`src/rtl/counter_sweep_pkg.sv`:
```
// Shared types and defaults for the counter sweep controller and its datapath.
package counter_sweep_pkg;

    localparam int DEFAULT_WIDTH = 4;
    localparam int DEFAULT_REPW  = 3;

    typedef enum logic [2:0] {
        IDLE = 3'd0,
        LOAD = 3'd1,
        UP   = 3'd2,
        DOWN = 3'd3,
        DONE = 3'd4
    } state_e;

endpackage

```
`src/rtl/sweep_counter.sv`:
```
// Loadable up/down counter datapath; load takes priority over enable.
module sweep_counter
    import counter_sweep_pkg::*;
#(
    parameter int WIDTH = DEFAULT_WIDTH
) (
    input  logic             clk,
    input  logic             rst_n,
    input  logic             en,
    input  logic             up,
    input  logic             load,
    input  logic [WIDTH-1:0] load_value,
    output logic [WIDTH-1:0] count
);

    logic [WIDTH-1:0] count_q;
    logic [WIDTH-1:0] count_d;

    always_comb begin
        count_d = count_q;
        if (load) begin
            count_d = load_value;
        end else if (en) begin
            count_d = up ? count_q + WIDTH'(1) : count_q - WIDTH'(1);
        end
    end

    // NOTE: state flops use <= so every flop samples pre-edge values, independent of block order.
    always_ff @(posedge clk or negedge rst_n) begin
        if (!rst_n) begin
            count_q <= '0;
        end else begin
            count_q <= count_d;
        end
    end

    assign count = count_q;

endmodule

```
`src/rtl/counter_sweep_ctrl.sv`:
```
// Triangular sweep controller (lo -> hi -> lo, reps+1 passes) around sweep_counter.
// Optional freeze input enabled by defining COUNTER_SWEEP_HOLD_EN.
module counter_sweep_ctrl
    import counter_sweep_pkg::*;
#(
    parameter int WIDTH = DEFAULT_WIDTH,
    parameter int REPW  = DEFAULT_REPW
) (
    input  logic             clk,
    input  logic             rst_n,
    input  logic             start,
    input  logic             abort,
    input  logic [WIDTH-1:0] lo,
    input  logic [WIDTH-1:0] hi,
    input  logic [REPW-1:0]  reps,
`ifdef COUNTER_SWEEP_HOLD_EN
    input  logic             hold,
`endif
    output logic [WIDTH-1:0] count_out,
    output logic             busy,
    output logic             done,
    output logic             err,
    output logic             dir_up
);

    state_e           state_q, state_d;
    logic [WIDTH-1:0] lo_q, lo_d;
    logic [WIDTH-1:0] hi_q, hi_d;
    logic [REPW-1:0]  pass_q, pass_d;
    logic             busy_q, busy_d;
    logic             done_q, done_d;
    logic             err_q, err_d;
    logic             dir_up_q, dir_up_d;

    logic             hold_w;
    logic             cnt_load, cnt_en, cnt_up;
    logic [WIDTH-1:0] count;

`ifdef COUNTER_SWEEP_HOLD_EN
    assign hold_w = hold;
`else
    assign hold_w = 1'b0;
`endif

    // NOTE: every output of this block gets a default first, so no path leaves a latch behind.
    always_comb begin
        state_d  = state_q;
        lo_d     = lo_q;
        hi_d     = hi_q;
        pass_d   = pass_q;
        err_d    = 1'b0;
        cnt_load = 1'b0;
        cnt_en   = 1'b0;
        cnt_up   = 1'b0;

        if (state_q != IDLE && abort) begin
            state_d = IDLE;
        end else begin
            unique case (state_q)
                IDLE: begin
                    if (start && !abort) begin
                        if (lo < hi) begin
                            lo_d    = lo;
                            hi_d    = hi;
                            pass_d  = reps;
                            state_d = LOAD;
                        end else begin
                            err_d = 1'b1;
                        end
                    end
                end
                LOAD: begin
                    if (!hold_w) begin
                        cnt_load = 1'b1;
                        state_d  = UP;
                    end
                end
                UP: begin
                    if (!hold_w) begin
                        cnt_en = 1'b1;
                        if (count != hi_q) begin
                            cnt_up = 1'b1;
                        end else begin
                            state_d = DOWN;
                        end
                    end
                end
                DOWN: begin
                    if (!hold_w) begin
                        if (count != lo_q) begin
                            cnt_en = 1'b1;
                        end else if (pass_q != '0) begin
                            pass_d  = pass_q - REPW'(1);
                            cnt_en  = 1'b1;
                            cnt_up  = 1'b1;
                            state_d = UP;
                        end else begin
                            state_d = DONE;
                        end
                    end
                end
                DONE: state_d = IDLE;
                default: state_d = IDLE;
            endcase
        end

        // Outputs are decoded from the next state so they line up with the registered state.
        busy_d   = (state_d != IDLE);
        done_d   = (state_d == DONE);
        dir_up_d = (state_d == UP);
    end

    always_ff @(posedge clk or negedge rst_n) begin
        if (!rst_n) begin
            state_q  <= IDLE;
            lo_q     <= '0;
            hi_q     <= '0;
            pass_q   <= '0;
            busy_q   <= 1'b0;
            done_q   <= 1'b0;
            err_q    <= 1'b0;
            dir_up_q <= 1'b0;
        end else begin
            state_q  <= state_d;
            lo_q     <= lo_d;
            hi_q     <= hi_d;
            pass_q   <= pass_d;
            busy_q   <= busy_d;
            done_q   <= done_d;
            err_q    <= err_d;
            dir_up_q <= dir_up_d;
        end
    end

    sweep_counter #(
        .WIDTH(WIDTH)
    ) u_counter (
        .clk       (clk),
        .rst_n     (rst_n),
        .en        (cnt_en),
        .up        (cnt_up),
        .load      (cnt_load),
        .load_value(lo_q),
        .count     (count)
    );

    assign count_out = count;
    assign busy      = busy_q;
    assign done      = done_q;
    assign err       = err_q;
    assign dir_up    = dir_up_q;

endmodule

```
`config.mk`:
```
export PLATFORM = sky130hd
export DESIGN_NAME = counter_sweep_ctrl
export DESIGN_NICKNAME = d
export VERILOG_FILES = /design/src/rtl/counter_sweep_pkg.sv /design/src/rtl/sweep_counter.sv /design/src/rtl/counter_sweep_ctrl.sv
export SDC_FILE = /design/constraint.sdc
export NUM_CORES = 1
export LEC_CHECK = 0
export BUFFER_PORTS_ARGS = -buffer_cell sky130_fd_sc_hd__buf_2
export CAP_MARGIN = 20
export CORE_ASPECT_RATIO = 1.25
export CORE_MARGIN = 3
export CORE_UTILIZATION = 55
export CTS_BUF_LIST = sky130_fd_sc_hd__clkbuf_16
export DETAILED_ROUTE_END_ITERATION = 7
export PLACE_DENSITY = 0.9
export SYNTH_ARGS = -nofsm -noshare
export SYNTH_HDL_FRONTEND = slang
export SYNTH_SLANG_ARGS = --single-unit
```
`constraint.sdc`:
```
create_clock -name clk -period 3.85 [get_ports clk]
set_clock_uncertainty 0.1 [all_clocks]
set_input_delay 0.77 -clock clk [delete_from_list [all_inputs] [get_ports clk]]
set_output_delay 0.77 -clock clk [all_outputs]
set_load 0.005 [all_outputs]
```
* Word-level counts from Yosys, hierarchy flattened *
Index checks and enable logic that the tools add are counted.

operators by class
  $add $sub $neg = 3
  order comparisons = 1
  equal/unequal tests = 11
  multiplexer cells = 29
  bitwise logic cells = 1
  reduce and logical (&&, ||, !) cells = 11

operator list
  kind                 count
  $mux 3               10
  $mux 1               12
  $mux 4               3
  $pmux 3 s4           1
  $eq 3x2->1 const B   3
  $reduce_bool 3->1    3
  $ne 2x2->1 const B   4
  $ne 4x4->1           2
  $pmux 3 s2           1
  $reduce_and 6->1     1
  $add 4x1->4 const B  1
  $lt 4x4->1           1
  $pmux 1 s2           2
  $reduce_and 4->1     1
  $reduce_bool 2->1    2
  $sub 4x1->4 const B  1
  $eq 3x1->1 const B   1
  $eq 3x3->1 const B   1
  $logic_not 3->1      1
  $sub 3x1->3 const B  1
  $logic_and 1x1->1    2
  $logic_not 1->1      1
  $not 1->1            1

storage, ports and cells
  flip-flop bits (word level) = 22
  input bits = 15
  logic and storage cells = 65

* Depth between registers and ports, before layout *
Gate-level depths: netlist (run 1).

  depth after elaboration = 8
  mapped depth = 12

* By module *
A second synthesis (run 1) with hierarchy kept.

second synthesis, totals
  cell total of the unflattened synthesis = 124
  area total of the unflattened synthesis = 1,350.0 um^2

modules (own cells, without submodules)
  module              times used  cells an instance  area each (um^2)  seq. area each (um^2)
  counter_sweep_ctrl  1           92                 1,038.5           450.4
  sweep_counter       1           32                 311.5             100.1

* Worst setup path after synthesis (run 1) *
OpenSTA, ideal clock, no wires.

  kind = input to register
  from = input port abort
  to = register u_counter.count_q[3], in the netlist u_counter.count[3]
  library setup time = 144 ps
  arrival time = 2,935 ps
  data required time = 3,606 ps
  slack = 671 ps
  stages = 11
  cell sequence = or2_1 -> buf_6 -> or3_4 -> o32ai_2 -> inv_1 -> ha_1 -> a21o_1 -> a21oi_1 -> xnor2_1 -> a221oi_1 -> o221ai_1

on the way
  cells in the longest elaborated chain, start to end = 5

ends and longest elaborated chain
  item                    line                      RTL
  start: declaration      counter_sweep_ctrl.sv:12  input logic abort,
  $logic_and 1x1->1 *     counter_sweep_ctrl.sv:56  if (state_q != IDLE && abort) begin
  $mux 1                  counter_sweep_ctrl.sv:56
  $mux 4                  sweep_counter.sv:24       count_d = up ? count_q + WIDTH'(1) : count_q - WIDTH'(1);
  $mux 4                  sweep_counter.sv:23       end else if (en) begin
  $mux 4                  sweep_counter.sv:21       if (load) begin
  end signal: assignment  sweep_counter.sv:33       count_q <= count_d;
  end: declaration        sweep_counter.sv:16       logic [WIDTH-1:0] count_q;

Every way passes the cells marked *; elsewhere a longest branch is shown, timed or not. The select of a mux whose other input is x is not followed.
A chain may end at the register's enable or synchronous reset.

* Worst setup path in the final report (run 1) *
Ends and elaborated chain as after synthesis.

==> reports/results.md, run 1 <==
| Quantity | Reported | Unit |
|---|---|---|
| Result of the run | complete, no violations | - |
| Area overhead of the layout relative to synthesis | 13.8 | % |
| Overall fraction of global-route tracks in use | 18.6 | % |
| Post-CTS setup buffers | 0 | - |
| Total of max-cap violations | 0 | - |
| Top post-synthesis cells by count | 22 x dfrtp_1, 10 x inv_1, 8 x nand2_1 | - |
| Final setup fails | 0 | - |
| Share of layout cells above drive strength 1 | 27.2 | % |
| Wire length of the first global-routing pass | 4520 | µm |
| Post-route fraction of the period consumed by the critical path | 85.5 | % |
| Post-synth top area share | 39.5 | % |
| Remaining global-route overflow | 0 | - |
| Post_cts resized | 0 | - |
| Min setup slack post-route | 556 | ps |
| Most common cell in the netlist | dfrtp_1 | - |
| Peak clock frequency supported by timing | 304 | MHz |
| Worst skew pair latency | 250 | ps |
| Antenna-violating nets left | 0 | - |
| Count of nets after finishing | 176 | - |
| Buffer depth of the longest clock path | 2 | - |
| Largest net degree at the start of global routing | 23 | - |
| Most used flip-flop cell after synthesis | dfrtp_1 | - |
| Cells after Synth | 131 | - |
| Power density over the cells | 663 | nW/µm² |
| Sequential-to-total area share from yosys stat | 39.5 | % |
| Path class of the lowest-slack min-delay path | in -> async | - |
| TNS Setup | 0 | ps |
| Final Max Tran Viols | 0 | - |
| CP required | 3860 | ps |
| Total wire length | 2650 | µm |
| Num CTS Buffers | 3 | - |
| Leak Pwr | 0.000728 | µW |
| Core area | 2310 | µm² |
| Synthesized area per cell | 10.6 | µm² |
| Number of cells on the worst reg-to-reg path | 12 | - |
| Top-level I/O count | 23 | - |
| Cts-stage hold buffer count | 0 | - |
| Crit path kind | in -> reg | - |
| Worst setup slack after placement | 338 | ps |
| YS warnings | 0 | - |
| Antenna violations before repair | 0 | - |
| Largest cells by area after synthesis | dfrtp_1 39%, ha_1 6.3%, mux2_2 5.7%, xnor2_1 3.8%, xor2_1 3.1% | - |
| Count of buffers from port buffering | 22 | - |
| Fraction of registers with async set/reset | 100 | % |
| Synthesized flop and latch total | 22 | - |
| Starting utilization of the core area | 60.4 | % |
| Final routed wire length divided by cell count | 14.5 | µm |
| DRC violation count after routing | 0 | - |
| Crit path max fanout | 7 | - |
| Headroom to the max-slew limit | 68.1 | % |
| Number of distinct library cells after synthesis | 43 | - |
| Final-layout fill cell count | 178 | - |
| Number of failing hold endpoints at the final stage | 0 | - |
| Height of the chip | 62.3 | µm |
| Worst flop-to-flop path startpoint | pass_q[0] | - |
| Antenna Diode Count | 0 | - |
| Via/cell ratio | 5.64 | - |
| Clock Root Buffer | clkbuf_16 | - |
| DRT iter0 DRCs | 20 | - |
| Worst r2r dst | u_counter.count[3] | - |
| Clock Sink Count | 22 | - |
| Footprint of the multi-input gates | 774 | µm² |
| Worst setup path startpoint | abort | - |
| Die ar. | 3180 | µm² |
| Number of standard-cell rows in the floorplan | 19 | - |
| HPWL after detailed placement | 2020 | µm |
| Post-Syn Area | 1390 | µm² |
| Post-layout min period | 3290 | ps |
| Transition time at the pin with the least slew margin | 479 | ps |
| Clock tree from TritonCTS | done | - |
| Peak VDD IR | 0.434 | mV |
| Horizontal die dimension | 51.0 | µm |
| DR pass1 iterations | 4 | - |
| CP endpoint kind | flop | - |
| RSZ-0062 raised after global routing | no | - |
| GP Congestion | 0.871 | - |
| Cell taking the most area after synthesis | dfrtp_1 | - |
| Critical Path Start Type | primary input | - |
| Worst setup path endpoint | u_counter.count[3] | - |
| Vias | 1026 | - |
| Post-synth EDFFs | 0 | - |
| Number of global-route vias before repair | 1001 | - |
| CP arrival | 3310 | ps |
| Post-synthesis net count | 154 | - |
| H-Tree Depth | 1 | - |
| FF/Latch Area | 551 | µm² |
| Post-CTS clock slew at the launch and capture registers of the worst setup and hold paths | 50 | ps |
| Internal reg-to-reg setup slack | 710 | ps |
==> registers in the layout, summed over array words and instances (netlist names) <==
name,cells
lo_q,4
dir_up,1
pass_q,3
u_counter.count,4
done,1
err,1
state_q,3
hi_q,4
busy,1
==> cells by family after synthesis <==
kind of cell,count (synthesis),share of synthesized area [%]
compound gates,27,16.1
xor+xnor,11,6.91
fa+ha+maj,8,7.72
buf+inv,15,4.94
flops,22,39.5
mux,10,8.08
simple gates,38,16.8
==> stage by stage <==
stage | hold WS, ps | total power (µW) | instance area [µm²] | utilization, % | std cells
final | 372 | 1050 | 1590 | 68.8 | 182
after global routing | 409 | 1130 | 1590 | 68.8 | 182
after CTS | 389 | 1060 | 1590 | 68.8 | 182
after detailed placement | 390 | 833 | 1510 | 65.5 | 179
after global placement | 368 | 806 | 1510 | 65.5 | 179
after floorplan | 358 | 723 | 1390 | - | 131
==> worst max-delay path: stages <==
cell and delay (ps):
buf_2 120, or2_1 290, or3_4 380, o32ai_2 190, inv_1 140, ha_1 300
a21o_1 180, a21oi_1 380, xnor2_1 110, a221oi_1 280, o221ai_1 160
==> worst min-delay path by stage <==
stage                     cells past startpoint  slack [ps]            endpoint
after detailed placement                      1         390           pass_q[1]
after CTS                                     1         390          state_q[2]
after floorplan                               1         360           pass_q[1]
after global routing                          1         410  u_counter.count[3]
after global placement                        1         370           pass_q[1]
final                                         1         370          state_q[2]
==> placed cells by master (no fill, tap or decap), drive strengths merged, types with 2 or more instances in the layout <==
master,netlist,final
or2,3,3
a221oi,2,2
nor2,7,7
buf,5,22
mux2,10,10
o21ai,6,6
nand2,9,9
nor3,5,5
or3,2,2
nor2b,2,2
xnor2,6,6
nand3,2,2
o21a,3,3
xor2,5,5
nand2b,2,2
clkbuf,0,3
a21oi,4,4
o32ai,2,2
dfrtp,22,22
inv,10,10
o21bai,2,2
ha,7,7
==> report_power, final <==
| group | switching [µW] | internal, µW | total (µW) | leakage (µW) |
|---|---|---|---|---|
| sequential | 97.3 | 308 | 405 | 0.000270 |
| clock | 76.4 | 137 | 213 | 0.0000370 |
| combinational | 217 | 216 | 433 | 0.000420 |
| total | 391 | 660 | 1050 | 0.000728 |
==> layer usage <==
| layer | wire length [µm] | up-vias | global-route usage, % | part of all wire [%] |
|---|---|---|---|---|
| li1 | - | 502 | - | - |
| met3 | 98 | 6 | 2.15 | 3.7 |
| met5 | 0 | - | 0 | 0 |
| met1 | 1160 | 490 | 22.7 | 44 |
| met4 | 47 | 0 | 8.75 | 1.8 |
| met2 | 1340 | 28 | 31.6 | 51 |
==> final cells by class <==
cell class                      instances  share of cell area [%]
Multi-Input combinational cell         94                    48.8
Sequential cell                        22                    34.7
Timing Repair Buffer                   22                    6.94
Clock buffer                            3                    4.73
Tap cell                               31                    2.44
Inverter                               10                    2.37
Note: power is estimated with default switching activity, not from simulation.
==> run 2, diff against run 1 <==
--- a/config.mk
+++ b/config.mk
@@ -7,11 +7,11 @@
 export LEC_CHECK = 0
 export BUFFER_PORTS_ARGS = -buffer_cell sky130_fd_sc_hd__buf_2
 export CAP_MARGIN = 20
-export CORE_ASPECT_RATIO = 1.25
 export CORE_MARGIN = 3
 export CORE_UTILIZATION = 55
 export CTS_BUF_LIST = sky130_fd_sc_hd__clkbuf_16
 export DETAILED_ROUTE_END_ITERATION = 7
+export HOLD_SLACK_MARGIN = 0.08
 export PLACE_DENSITY = 0.9
 export SYNTH_ARGS = -nofsm -noshare
 export SYNTH_HDL_FRONTEND = slang
==> reports/results.md, run 2 (synthesis results as in run 1) <==
| Quantity | Reported | Unit | vs previous |
|---|---|---|---|
| Headroom to the max-slew limit | 66.3 | % | -1.8 points |
| Number of cells on the worst reg-to-reg path | 10 | - | -2 |
| CP required | 3860 | ps | about the same |
| Number of standard-cell rows in the floorplan | 17 | - | -2 |
| Final routed wire length divided by cell count | 16.2 | µm | +11% |
| Power density over the cells | 702 | nW/µm² | +5.9% |
| Count of buffers from port buffering | 22 | - | unchanged |
| Path class of the lowest-slack min-delay path | in -> async | - |  |
| Total wire length | 2910 | µm | +10% |
| GP Congestion | 0.857 | - | -1.5% |
| Overall fraction of global-route tracks in use | 20.1 | % | +1.5 points |
| Via/cell ratio | 6.01 | - | +6.5% |
| Count of nets after finishing | 176 | - | unchanged |
| Area overhead of the layout relative to synthesis | 15.7 | % |  |
| Worst setup path endpoint | u_counter.count[3] | - |  |
| Post-CTS setup buffers | 0 | - | unchanged |
| Peak clock frequency supported by timing | 309 | MHz | +1.6% |
| DRC violation count after routing | 0 | - | unchanged |
| Top-level I/O count | 23 | - | unchanged |
| DRT iter0 DRCs | 33 | - | +65% |
| Post-layout min period | 3240 | ps | -53.0 ps |
| HPWL after detailed placement | 2200 | µm | +9.0% |
| Remaining global-route overflow | 0 | - | unchanged |
| Highest-count cells in the layout ignoring fill and taps | 22 x dfrtp_1, 22 x buf_2, 10 x inv_1 | - |  |
| Starting utilization of the core area | 60.7 | % | +0.23 points |
| Largest net degree at the start of global routing | 23 | - | unchanged |
| Worst flop-to-flop path startpoint | state_q[2] | - |  |
| DR pass1 iterations | 4 | - | unchanged |
| H-Tree Depth | 1 | - | unchanged |
| Worst r2r dst | u_counter.count[3] | - |  |
| Cts-stage hold buffer count | 0 | - | unchanged |
| RSZ-0062 raised after global routing | no | - |  |
| Crit path kind | in -> reg | - |  |
| Number of failing hold endpoints at the final stage | 0 | - | unchanged |
| Clock tree from TritonCTS | done | - |  |
| Final-layout fill cell count | 162 | - | -9.0% |
| Post-route fraction of the period consumed by the critical path | 84.2 | % | -1.4 points |
| TNS Setup | 0 | ps | unchanged |
| Internal reg-to-reg setup slack | 780 | ps | +70 ps |
| Antenna violations before repair | 0 | - | unchanged |
| Clock Sink Count | 22 | - | unchanged |
| Horizontal die dimension | 56.3 | µm | +10% |
| Share of layout cells above drive strength 1 | 27.6 | % | +0.48 points |
| Num CTS Buffers | 3 | - | unchanged |
| Die ar. | 3170 | µm² | -0.12% |
| Result of the run | complete, no violations | - |  |
| Worst Hold Slack | 379 | ps | +7.09 ps |
| Critical Path Start Type | primary input | - |  |
| Transition time at the pin with the least slew margin | 505 | ps | +26.3 ps |
| Final setup fails | 0 | - | unchanged |
| Final Max Tran Viols | 0 | - | unchanged |
| CP endpoint kind | flop | - |  |
| Number of global-route vias before repair | 1083 | - | +8.2% |
| Leak Pwr | 0.000742 | µW | +1.9% |
| Height of the chip | 56.3 | µm | -9.5% |
| Vias | 1081 | - | +5.4% |
| Worst skew pair latency | 250 | ps | about the same |
| Crit path max fanout | 7 | - | unchanged |
| Total of max-cap violations | 0 | - | unchanged |
| Peak VDD IR | 0.474 | mV | +9.2% |
| Post_cts resized | 0 | - | unchanged |
| Worst setup path startpoint | abort | - |  |
| Clock Root Buffer | clkbuf_16 | - |  |
| Core area | 2300 | µm² | -0.38% |
| CP arrival | 3250 | ps | -60 ps |
| Antenna Diode Count | 0 | - | unchanged |
| Wire length of the first global-routing pass | 4930 | µm | +9.2% |
| Post-CTS clock slew at the launch and capture registers of the worst setup and hold paths | 60 | ps | about the same |
| Buffer depth of the longest clock path | 2 | - | unchanged |
| Antenna-violating nets left | 0 | - | unchanged |
-- run 2: cell types whose count changed in the layout (fill, tap and decap cells not counted), sizes merged --
cell    before  now
bufinv       0    1
-- run 2: worst min path at each step --
stage / start / to / cells past startpoint
2_1_floorplan: pass_q[1] / pass_q[1] / 1
3_5_place_dp: state_q[2] / busy / 1
6_report: rst_n / state_q[0] / 1
4_1_cts: rst_n / state_q[0] / 1
5_1_grt: rst_n / pass_q[2] / 1
3_3_place_gp: pass_q[1] / pass_q[1] / 1
-- run 2: routing by layer --
metal / vias to the layer above / wire (µm) / track usage, %
li1: 504 / - / -
met1: 533 / 1180 / 24.6
met2: 38 / 1520 / 35.1
met3: 6 / 166 / 2.30
met4: 0 / 46 / 9.15
met5: - / 0 / 0
-- run 2: cell type report --
class	instances	area [µm²]	area share, %
inverter	10	37.5	2.33
sequential	22	551	34.1
clock buffer	3	75.1	4.65
tap	28	35.0	2.17
multi-input combinational	94	774	48.0
clock inverter	1	30.0	1.86
timing repair buffer	22	110	6.83
-- run 2: per-stage QoR --
stage | cell area (µm²) | utilization [%] | power [µW] | instances | worst slack (ps)
final | 1610 | 70.2 | 1130 | 180 | 609
after global routing | 1610 | 70.2 | 1210 | 180 | 404
after CTS | 1610 | 70.2 | 1140 | 180 | 632
after detailed placement | 1510 | 65.6 | 847 | 176 | 359
after global placement | 1510 | 65.6 | 803 | 176 | 519
after floorplan | 1390 | - | 723 | 131 | 671
-- run 2: where the power goes --
group	switching (µW)	internal (µW)	leakage, µW
Combinational	216	215	0.000420
Clock	82.5	206	0.0000511
Sequential	104	307	0.000270
-- run 2: critical path, cell delays in order --
cell      delay [ps]
buf_2            120
or2_1            300
or3_4            390
o32ai_2          180
inv_1            140
ha_1             300
a21o_1           180
a21oi_1          340
xnor2_1          110
a221oi_1         270
o221ai_1         170
